<file path="src/rtl/btn_event_arb.sv">
// btn_event_arb: synchronises and debounces a bank of push buttons, turns
// debounced edges and long holds into events, and hands those events to a
// single consumer through a round-robin arbiter and a valid/ready register.
module btn_event_arb #(
    parameter int NUM_BTN    = 4,
    parameter int TICK_DIV   = 100000,
    parameter int SHIFT_LEN  = 8,
    parameter int LONG_TICKS = 250
) (
    input  logic                       clk,
    input  logic                       rst_n,
    input  logic [NUM_BTN-1:0]         btn_in,
    output logic [NUM_BTN-1:0]         btn_state,
    output logic                       evt_valid,
    input  logic                       evt_ready,
    output logic [$clog2(NUM_BTN)-1:0] evt_id,
    output logic [1:0]                 evt_type,
    output logic                       evt_overflow,
    input  logic                       overflow_clr
);

    localparam int ID_W = $clog2(NUM_BTN);
    localparam int PW   = $clog2(TICK_DIV);
    localparam int LC_W = $clog2(LONG_TICKS + 1);

    localparam logic [1:0] EVT_NONE    = 2'b00;
    localparam logic [1:0] EVT_PRESS   = 2'b01;
    localparam logic [1:0] EVT_RELEASE = 2'b10;
    localparam logic [1:0] EVT_LONG    = 2'b11;

    // Index of the k-th candidate after the last granted button, wrapping.
    function automatic logic [ID_W-1:0] rr_index(input logic [ID_W-1:0] last, input int k);
        int sum;
        sum = (int'(last) + k) % NUM_BTN;
        return ID_W'(sum);
    endfunction

    logic [NUM_BTN-1:0]   sync1_q;
    logic [NUM_BTN-1:0]   sync2_q;
    logic [PW-1:0]        presc_q;
    logic [PW-1:0]        presc_d;
    logic                 tick_s;
    logic [SHIFT_LEN-1:0] shreg_q [NUM_BTN];
    logic [SHIFT_LEN-1:0] shreg_d [NUM_BTN];
    logic [NUM_BTN-1:0]   state_q;
    logic [NUM_BTN-1:0]   state_d;
    logic [NUM_BTN-1:0]   prev_q;
    logic [LC_W-1:0]      lcnt_q [NUM_BTN];
    logic [LC_W-1:0]      lcnt_d [NUM_BTN];
    logic [NUM_BTN-1:0]   raise_s;
    logic [NUM_BTN-1:0]   collide_s;
    logic [1:0]           raise_type_s [NUM_BTN];
    logic [NUM_BTN-1:0]   slot_v_q;
    logic [NUM_BTN-1:0]   slot_v_d;
    logic [1:0]           slot_t_q [NUM_BTN];
    logic [1:0]           slot_t_d [NUM_BTN];
    logic                 load_s;
    logic                 grant_any_s;
    logic [ID_W-1:0]      grant_id_s;
    logic [NUM_BTN-1:0]   grant_sel_s;
    logic [NUM_BTN-1:0]   grant_vec_s;
    logic                 drop_s;
    logic                 evt_valid_q;
    logic                 evt_valid_d;
    logic [ID_W-1:0]      evt_id_q;
    logic [ID_W-1:0]      evt_id_d;
    logic [1:0]           evt_type_q;
    logic [1:0]           evt_type_d;
    logic [ID_W-1:0]      last_q;
    logic [ID_W-1:0]      last_d;
    logic                 ovf_q;
    logic                 ovf_d;

    assign btn_state    = state_q;
    assign evt_valid    = evt_valid_q;
    assign evt_id       = evt_id_q;
    assign evt_type     = evt_type_q;
    assign evt_overflow = ovf_q;

    // Shared sample tick: one cycle in every TICK_DIV.
    always_comb begin
        tick_s  = (presc_q == PW'(TICK_DIV - 1));
        presc_d = presc_q;
        if (tick_s) begin
            presc_d = '0;
        end else begin
            presc_d = presc_q + PW'(1);
        end
    end

    // Debounce sampling, level decision, long-hold counting and event raising.
    always_comb begin
        state_d   = state_q;
        raise_s   = '0;
        collide_s = '0;
        for (int i = 0; i < NUM_BTN; i++) begin
            shreg_d[i]      = shreg_q[i];
            lcnt_d[i]       = lcnt_q[i];
            raise_type_s[i] = EVT_NONE;

            if (tick_s) begin
                shreg_d[i] = {shreg_q[i][SHIFT_LEN-2:0], sync2_q[i]};
            end else begin
                shreg_d[i] = shreg_q[i];
            end

            if (&shreg_q[i]) begin
                state_d[i] = 1'b1;
            end else if (~|shreg_q[i]) begin
                state_d[i] = 1'b0;
            end else begin
                state_d[i] = state_q[i];
            end

            if (!state_q[i]) begin
                lcnt_d[i] = '0;
            end else if (tick_s && (lcnt_q[i] != LC_W'(LONG_TICKS))) begin
                lcnt_d[i] = lcnt_q[i] + LC_W'(1);
            end else begin
                lcnt_d[i] = lcnt_q[i];
            end

            // A press and a long-press can only coincide when LONG_TICKS is
            // tiny; the press wins the slot and the long-press counts as dropped.
            if (state_q[i] && !prev_q[i]) begin
                raise_s[i]      = 1'b1;
                raise_type_s[i] = EVT_PRESS;
                collide_s[i]    = tick_s && (lcnt_q[i] == LC_W'(LONG_TICKS - 1));
            end else if (!state_q[i] && prev_q[i]) begin
                raise_s[i]      = 1'b1;
                raise_type_s[i] = EVT_RELEASE;
            end else if (state_q[i] && tick_s && (lcnt_q[i] == LC_W'(LONG_TICKS - 1))) begin
                raise_s[i]      = 1'b1;
                raise_type_s[i] = EVT_LONG;
            end else begin
                raise_s[i]      = 1'b0;
                raise_type_s[i] = EVT_NONE;
            end
        end
    end

    // Round-robin pick among occupied slots, starting after the last grant.
    always_comb begin
        load_s      = !evt_valid_q || evt_ready;
        grant_any_s = 1'b0;
        grant_id_s  = '0;
        grant_sel_s = '0;
        for (int k = 1; k <= NUM_BTN; k++) begin
            if (!grant_any_s && slot_v_q[rr_index(last_q, k)]) begin
                grant_any_s                     = 1'b1;
                grant_id_s                      = rr_index(last_q, k);
                grant_sel_s[rr_index(last_q, k)] = 1'b1;
            end else begin
                grant_any_s = grant_any_s;
            end
        end
        grant_vec_s = grant_sel_s & {NUM_BTN{load_s}};
    end

    // Output register, pending slots and overflow next-state.
    always_comb begin
        evt_valid_d = evt_valid_q;
        evt_id_d    = evt_id_q;
        evt_type_d  = evt_type_q;
        last_d      = last_q;
        slot_v_d    = slot_v_q;
        drop_s      = 1'b0;
        ovf_d       = ovf_q;

        if (load_s) begin
            evt_valid_d = grant_any_s;
            if (grant_any_s) begin
                evt_id_d   = grant_id_s;
                evt_type_d = slot_t_q[grant_id_s];
                last_d     = grant_id_s;
            end else begin
                evt_id_d   = evt_id_q;
                evt_type_d = evt_type_q;
            end
        end else begin
            evt_valid_d = evt_valid_q;
        end

        for (int i = 0; i < NUM_BTN; i++) begin
            slot_t_d[i] = slot_t_q[i];
            if (raise_s[i]) begin
                if (slot_v_q[i] && !grant_vec_s[i]) begin
                    drop_s = 1'b1;
                end else begin
                    slot_v_d[i] = 1'b1;
                    slot_t_d[i] = raise_type_s[i];
                end
                if (collide_s[i]) begin
                    drop_s = 1'b1;
                end else begin
                    drop_s = drop_s;
                end
            end else if (grant_vec_s[i]) begin
                slot_v_d[i] = 1'b0;
                slot_t_d[i] = EVT_NONE;
            end else begin
                slot_v_d[i] = slot_v_q[i];
            end
        end

        if (overflow_clr) begin
            ovf_d = 1'b0;
        end else if (drop_s) begin
            ovf_d = 1'b1;
        end else begin
            ovf_d = ovf_q;
        end
    end

    // Two-flop synchronizer on every raw button.
    always_ff @(posedge clk) begin
        if (!rst_n) begin
            sync1_q <= '0;
            sync2_q <= '0;
        end else begin
            sync1_q <= btn_in;
            sync2_q <= sync1_q;
        end
    end

    // Shared prescaler.
    always_ff @(posedge clk) begin
        if (!rst_n) begin
            presc_q <= '0;
        end else begin
            presc_q <= presc_d;
        end
    end

    // Per-button debounce history, level, previous level and long counter.
    always_ff @(posedge clk) begin
        if (!rst_n) begin
            state_q <= '0;
            prev_q  <= '0;
            for (int i = 0; i < NUM_BTN; i++) begin
                shreg_q[i] <= '0;
                lcnt_q[i]  <= '0;
            end
        end else begin
            state_q <= state_d;
            prev_q  <= state_q;
            for (int i = 0; i < NUM_BTN; i++) begin
                shreg_q[i] <= shreg_d[i];
                lcnt_q[i]  <= lcnt_d[i];
            end
        end
    end

    // Pending slots, event output register, arbitration pointer and overflow.
    always_ff @(posedge clk) begin
        if (!rst_n) begin
            slot_v_q    <= '0;
            evt_valid_q <= 1'b0;
            evt_id_q    <= '0;
            evt_type_q  <= EVT_NONE;
            last_q      <= ID_W'(NUM_BTN - 1);
            ovf_q       <= 1'b0;
            for (int i = 0; i < NUM_BTN; i++) begin
                slot_t_q[i] <= EVT_NONE;
            end
        end else begin
            slot_v_q    <= slot_v_d;
            evt_valid_q <= evt_valid_d;
            evt_id_q    <= evt_id_d;
            evt_type_q  <= evt_type_d;
            last_q      <= last_d;
            ovf_q       <= ovf_d;
            for (int i = 0; i < NUM_BTN; i++) begin
                slot_t_q[i] <= slot_t_d[i];
            end
        end
    end

endmodule
</file>
<file path="config.mk">
export PLATFORM = sky130hd
export DESIGN_NAME = btn_event_arb
export DESIGN_NICKNAME = d
export VERILOG_FILES = /design/src/rtl/btn_event_arb.sv
export SDC_FILE = /design/constraint.sdc
export NUM_CORES = 1
export LEC_CHECK = 0
export CAP_MARGIN = 20
export CORE_UTILIZATION = 45
export DETAILED_ROUTE_END_ITERATION = 10
export SYNTH_ARGS = -nofsm -noshare
export SYNTH_HDL_FRONTEND = slang
export SYNTH_SLANG_ARGS = --single-unit
</file>
<file path="constraint.sdc">
create_clock -name clk -period 3.21 [get_ports clk]
set_input_delay 0.4815 -clock clk [delete_from_list [all_inputs] [get_ports clk]]
set_output_delay 0.4815 -clock clk [all_outputs]
set_load 0.05 [all_outputs]
</file>
==> metrics.md, run 1 <==
| Metric | Value |
|---|---|
| End of the critical path | evt_overflow |
| R2R Path End | evt_overflow |
| Fmax | 0.3524 GHz |
| CTS max path bufs | 2 |
| Initial Util | 47.10% |
| Die height | 112.3 um |
| GRT overflow | 0 |
| DIE WIDTH | 112.3 um |
| DR vias | 4521 |
| Clock-pin slew on the worst setup and hold paths | 50 ps |
| Worst min path class | flop to flop |
| Reg-to-Reg Start | last_q[0] |
| Worst vdd ir | 0.0003482 V |
| Root buf cell | clkbuf_16 |
| Post-CTS Setup Inserts | 0 |
| Post-synth net total | 671 |
| CP endpoint kind | flop |
| Clk_skew | 8.316 ps |
| Core area | 11610 um^2 |
| EDFF count, synth | 8 |
| RSZ-0062 raised after global routing | no |
| Synth area leader | dfxtp_1 |
| TritonCTS Buffers | 17 |
| PwrDens | 534.4 nW/um^2 |
| Synth top area share | 39.89% |
| Main synth FF type | dfxtp_1 |
| WS Path Type | flop to flop |
| Die area | 12600 um^2 |
| Final net count | 692 |
| Hold buffer count at cts | 0 |
| Worst Reg-to-Reg Cells | 9 |
| Maximum Capacitance Violations | 0 |
| Failing checks | DRC |
| Syn. warnings | 0 |
| Flop2flop setup slack | 370 ps |
| Routed wire length | 11.58 mm |
| TNS Setup | 0 ps |
| Data arrival, critical path | 3130 ps |
| Final period util | 88.39% |
| Layout cell share with drive strength beyond 1 | 7.852% |
| CTS H-tree depth | 4 |
| Critical Path Start | last_q[0] |
| Leakage | 2.251 nW |
| Post-route ant nets | 0 |
| First-pass GRT wire length | 19.82 mm |
| Post-route setup slack | 372.7 ps |
| DP Wirelength | 7.869 mm |
| CTS resizes | 0 |
| Cells taking the most area after synthesis | dfxtp_1, nand2_1, a21oi_1 |
| Gr usage total | 19.87% |
| CTS tree | built |
| Fraction of registers with async set/reset | 0% |
| Pre-antenna DRT Iters | 7 |
| # DRC | 2 |
| Final Max Slew Viols | 0 |
| Synth cell count leaders | dfxtp_1, nand2_1, a21oi_1, nor2_1, inv_1 |
| Synth Instances | 642 |
| #FFs+latches synth | 117 |
| Sequential element share of the synthesized area | 44.28% |
| Final hold violations | 0 |
| Post-synthesis cell area | 5470 um^2 |
| # port buffers | 17 |
| Status | complete, but fails checks |
| DRT iter0 DRCs | 248 |
| Later-pin clock latency in the skew report | 410 ps |
| Area grow syn2layout | 17.02% |
| Routability congestion estimate | 0.8874 |
| Largest net degree at the start of global routing | 45 |
| Hold Crit Depth | 1 |
| Worst-path maximum fanout | 10 |
| Worst Max-Slew Pin Slew | 698.2 ps |
| Setup WS pre-CTS | 407.8 ps |
| Clk sinks | 117 |
| Top-count cell post-synth | dfxtp_1 |
| Ant diodes | 0 |
| Slew HR | 53.31% |
| Cell variety after synth | 54 |
| I/O pins | 18 |
| Syn avg cell area | 8.521 um^2 |
| FP Rows | 39 |
| Min Tclk post-route | 2837 ps |
| Vias in the first global route | 4240 |
| Drt wl/cell | 14.16 um |
| Initial antenna violation count | 0 |
| Vias/cell | 5.527 |
| Critical Path RT | 3510 ps |
| Critical Path Source Type | flop |
| Setup violators final | 0 |
## worst min path at each step
stage               startpoint            end  slack, ps
global placement    sync1_q[3]     sync2_q[3]        420
finish              sync1_q[1]     sync2_q[1]        440
detailed placement  sync1_q[2]     sync2_q[2]        420
CTS                 sync1_q[1]     sync2_q[1]        440
global route        sync2_q[3]  shreg_q[3][0]        460
floorplan           sync1_q[0]     sync2_q[0]        410
## logic make-up after synthesis
| kind of cell | count (synthesis) | share of synthesized area, % |
|---|---|---|
| flops | 117 | 44.28 |
| xor+xnor | 33 | 5.284 |
| buf+inv | 57 | 4.003 |
| fa+ha+maj | 21 | 4.803 |
| mux | 11 | 2.768 |
| compound gates | 130 | 14.09 |
| simple gates | 273 | 24.77 |
## sequential cells by signal, summed over array words and instances (netlist names)
register      flops
evt_valid         1
lcnt_q           32
sync1_q           4
evt_overflow      1
shreg_q          32
presc_q          17
evt_type          2
prev_q            4
btn_state         4
last_q            2
slot_t_q          8
sync2_q           4
evt_id            2
slot_v_q          4
## cell type report
class	instances	area (um^2)
inverters	31	116.4
fillers	1080	5213
flip-flops and latches	117	2422
well taps	143	178.9
clock inverters	9	96.34
multi-input cells	468	2838
clock buffers	22	496.7
repair buffers	28	252.7
## report_power, final
group	switching (mW)	internal, mW	total, mW	leakage, nW
clock	0.650	1.24	1.89	0.300
combinational	0.0246	0.0179	0.0425	0.989
sequential	0.00569	1.48	1.49	0.963
## worst max-delay path, stage by stage, from the launching register on
cell,delay (ps)
dfxtp_1,420
inv_1,90
ha_1,430
mux4_2,450
or3_1,360
nor3_2,220
a21oi_1,190
nand2_1,120
o21ai_0,90
o311a_1,350
## placed cells by master, fill, tap and decap left out, types with 2 or more instances in the layout
cell type / n
a211oi_1: 6
a21oi_1: 72
a221oi_1: 9
and2_1: 11
and3_1: 6
and4_1: 3
buf_4: 11
bufinv_16: 2
clkbuf_1: 2
clkbuf_16: 19
clkdlybuf4s50_1: 17
clkinv_2: 6
dfxtp_1: 109
edfxtp_1: 8
ha_1: 21
inv_1: 30
mux2_2: 3
mux2i_1: 5
mux4_2: 3
nand2_1: 101
nand3_1: 24
nand3b_1: 6
nand4_1: 23
nand4b_1: 3
nor2_1: 58
nor2b_1: 3
nor3b_1: 4
nor4_1: 6
nor4_4: 2
o211ai_1: 4
o21ai_0: 23
o22ai_1: 2
o41ai_1: 2
or3_1: 12
or3b_2: 2
or4_1: 4
xnor2_1: 12
xor2_1: 21
## per-layer routing
layer  vias to the layer above  track usage [%]  routed length [um]
li1                       2291                -                   -
met1                      2141            24.68                5522
met2                        75            32.88                5483
met3                        14            4.752                 390
met4                         0            8.800                 184
met5                         -                0                   0
## metrics by stage
stage / hold WS [ps] / area [um^2] / power (mW) / util (%) / instances
CTS: 440.5 / 6401 / 3.460 / 55.12 / 818
floorplan: 411.9 / 5472 / 1.539 / - / 642
detailed placement: 419.3 / 5808 / 1.559 / 50.01 / 787
global route: 456.6 / 6401 / 3.534 / 55.12 / 818
finish: 436.6 / 6401 / 3.421 / 55.12 / 818
global placement: 415.2 / 5808 / 1.558 / 50.01 / 787
Power figures use the tool's default switching activity.
==> inputs of run 2 (changes only) <==
--- a/config.mk
+++ b/config.mk
@@ -6,7 +6,7 @@
 export NUM_CORES = 1
 export LEC_CHECK = 0
 export CAP_MARGIN = 20
-export CORE_UTILIZATION = 45
+export CORE_UTILIZATION = 35
 export DETAILED_ROUTE_END_ITERATION = 10
 export SYNTH_ARGS = -nofsm -noshare
 export SYNTH_HDL_FRONTEND = slang
==> metrics.md, run 2 (synthesis gave the netlist of run 1 again) <==
| Metric | Value |
|---|---|
| Status | finished, final reports clean |
| Sw Pwr | 712.2 uW (+4.7%) |
| Fillers | 1483 (+37%) |
| DP Wirelength | 7.932 mm (+0.81%) |
| Post-CTS Setup Inserts | 0 (unchanged) |
| Leakage | 2.236 nW (-0.66%) |
| Worst min path class | flop to flop |
| Core area | 15200 um^2 (+31%) |
| Final period util | 83.02% (-5.4 points) |
| Min Tclk post-route | 2665 ps (-172.3 ps) |
| Critical Path Source Type | flop |
| RSZ-0062 raised after global routing | no |
| I/O pins | 18 (unchanged) |
| Reg power frac | 43.1% (-0.3 points) |
| PwrDens | 532.4 nW/um^2 (-0.37%) |
| Critical Path Stages | 9 (unchanged) |
| Cell Area, Placed | 5869 um^2 (+1.1%) |
| Routed wire length | 11.89 mm (+2.7%) |
| TritonCTS Buffers | 17 (unchanged) |
| DR vias | 4557 (+0.80%) |
| R2R Path End | evt_overflow |
| FP Rows | 45 (+15%) |
| Worst Reg-to-Reg Cells | 9 (unchanged) |
| Initial Util | 35.98% (-11 points) |
| Die height | 127.0 um (+13%) |
| Die area | 16130 um^2 (+28%) |
| Final hold violations | 0 (unchanged) |
| Worst vdd ir | 0.0003844 V (+10%) |
| Largest regs | lcnt_q (32), shreg_q (32), presc_q (17) |
| Ant diodes | 0 (unchanged) |
| Internal Power | 2.734 mW (-0.24%) |
| TNS Setup | 0 ps (unchanged) |
| Root buf cell | clkbuf_16 |
| Slowest CP cell | mux4_2 |
| Sw Ratio | 20.67% (+0.78 points) |
| Final net count | 691 (-0.14%) |
| DRT iter0 DRCs | 280 (+13%) |
| # DRC | 0 (-2) |
| Drt wl/cell | 13.78 um (-2.7%) |
| Initial antenna violation count | 0 (unchanged) |
| Slew HR | 37.85% (-15 points) |
| GRT overflow | 0 (unchanged) |
| CTS max path bufs | 2 (unchanged) |
| CTS H-tree depth | 4 (unchanged) |
| Setup violators final | 0 (unchanged) |
| Worst Max-Slew Pin Slew | 929.3 ps (+231.1 ps) |
| Worst path bufs/invs | 1 (unchanged) |
| Vias/cell | 5.280 (-4.5%) |
| Maximum Capacitance Violations | 0 (unchanged) |
| Final Max Slew Viols | 0 (unchanged) |
| Reg-to-Reg Start | last_q[0] |
| Vias in the first global route | 4370 (+3.1%) |
| Flop2flop setup slack | 540 ps (+170 ps) |
| Commonest non-fill, non-tap cell in the layout | dfxtp_1 |
| Data arrival, critical path | 2970 ps (-160 ps) |
| Critical Path Start | last_q[0] |
| CP max stage delay | 430 ps (-20 ps) |
| CP endpoint kind | flop |
| Fmax | 0.3752 GHz (+6.5%) |
| Hold buffer count at cts | 0 (unchanged) |
| Clock-pin slew on the worst setup and hold paths | 60 ps (about the same) |
| Routability congestion estimate | 0.9110 (+2.7%) |
| Layout cell share with drive strength beyond 1 | 7.704% (-0.15 points) |
| Pre-antenna DRT Iters | 5 (-2) |
| Largest net degree at the start of global routing | 52 (+16%) |
| End of the critical path | evt_overflow |
| Clk_skew | 10.86 ps (+2.541 ps) |
| CTS tree | built |
| Commonest non-fill, non-tap cells in the layout | dfxtp_1, nand2_1, a21oi_1 |
| CP cell instances | inv_1 > ha_1 > mux4_2 > or3_1 > nor3_2 > a21oi_1 > nand2_1 > o21ai_0 > o311a_1 |
| WS Path Type | flop to flop |
| Post-route ant nets | 0 (unchanged) |
| Worst hold slack | 433.2 ps (-3.315 ps) |
| Gr usage total | 15.67% (-4.2 points) |
| # port buffers | 17 (unchanged) |
| Critical Path RT | 3510 ps (about the same) |
| Clk sinks | 117 (unchanged) |
| CP top delay family | simple AND/OR/NAND/NOR gates |
| Area grow syn2layout | 18.32% |
| Combinational Power Share | 1.3% (about the same) |
| Register area | 2422 um^2 (unchanged) |
| DIE WIDTH | 127.0 um (+13%) |
| Worst-path maximum fanout | 10 (unchanged) |
| CTS resizes | 0 (unchanged) |
| First-pass GRT wire length | 20.03 mm (+1.0%) |
| Later-pin clock latency in the skew report | 420 ps (about the same) |
| Post-route cell area | 6472 um^2 (+1.1%) |
| Clock share of power | 55.6% (+0.3 points) |
| Area of the multi-input gates | 2838 um^2 (unchanged) |
[run 2: power by group through the flow]
stage	clock network [mW]	registers, mW	logic, mW
global route	2.02	1.49	0.0475
floorplan	0	1.51	0.0252
finish	1.92	1.49	0.0433
CTS	1.96	1.49	0.0439
global placement	0	1.52	0.0423
detailed placement	0	1.52	0.0436
[run 2: cell type report]
| type | instances | area share [%] |
|---|---|---|
| clock buffer | 22 | 7.520 |
| clock inverter | 10 | 1.798 |
| inverter | 31 | 1.798 |
| multi-input combinational | 468 | 43.84 |
| sequential | 117 | 37.43 |
| tap | 188 | 3.634 |
| timing repair buffer | 27 | 3.982 |
[run 2: worst min-delay path by stage]
stage | startpoint | depth (start not counted) | slack [ps] | end
floorplan | sync1_q[0] | 1 | 410 | sync2_q[0]
global placement | sync1_q[2] | 1 | 410 | sync2_q[2]
detailed placement | sync1_q[3] | 1 | 420 | sync2_q[3]
CTS | sync1_q[3] | 1 | 430 | sync2_q[3]
global route | sync1_q[2] | 1 | 450 | sync2_q[2]
finish | sync1_q[3] | 1 | 430 | sync2_q[3]
[run 2: routing by layer]
metal,global-route usage (%),wire length (um),vias up
met5,0,0,-
met4,7.773,204,0
met3,4.229,479,16
met2,26.31,5724,100
met1,18.49,5481,2147
li1,-,-,2294
[run 2: stage by stage]
step	total power [mW]	cells	utilization (%)	setup WS, ps
finish	3.446	863	42.58	545.0
global route	3.551	863	42.58	274.3
CTS	3.490	863	42.58	532.3
detailed placement	1.560	831	38.61	546.5
global placement	1.559	831	38.61	604.9
floorplan	1.539	642	-	58.04
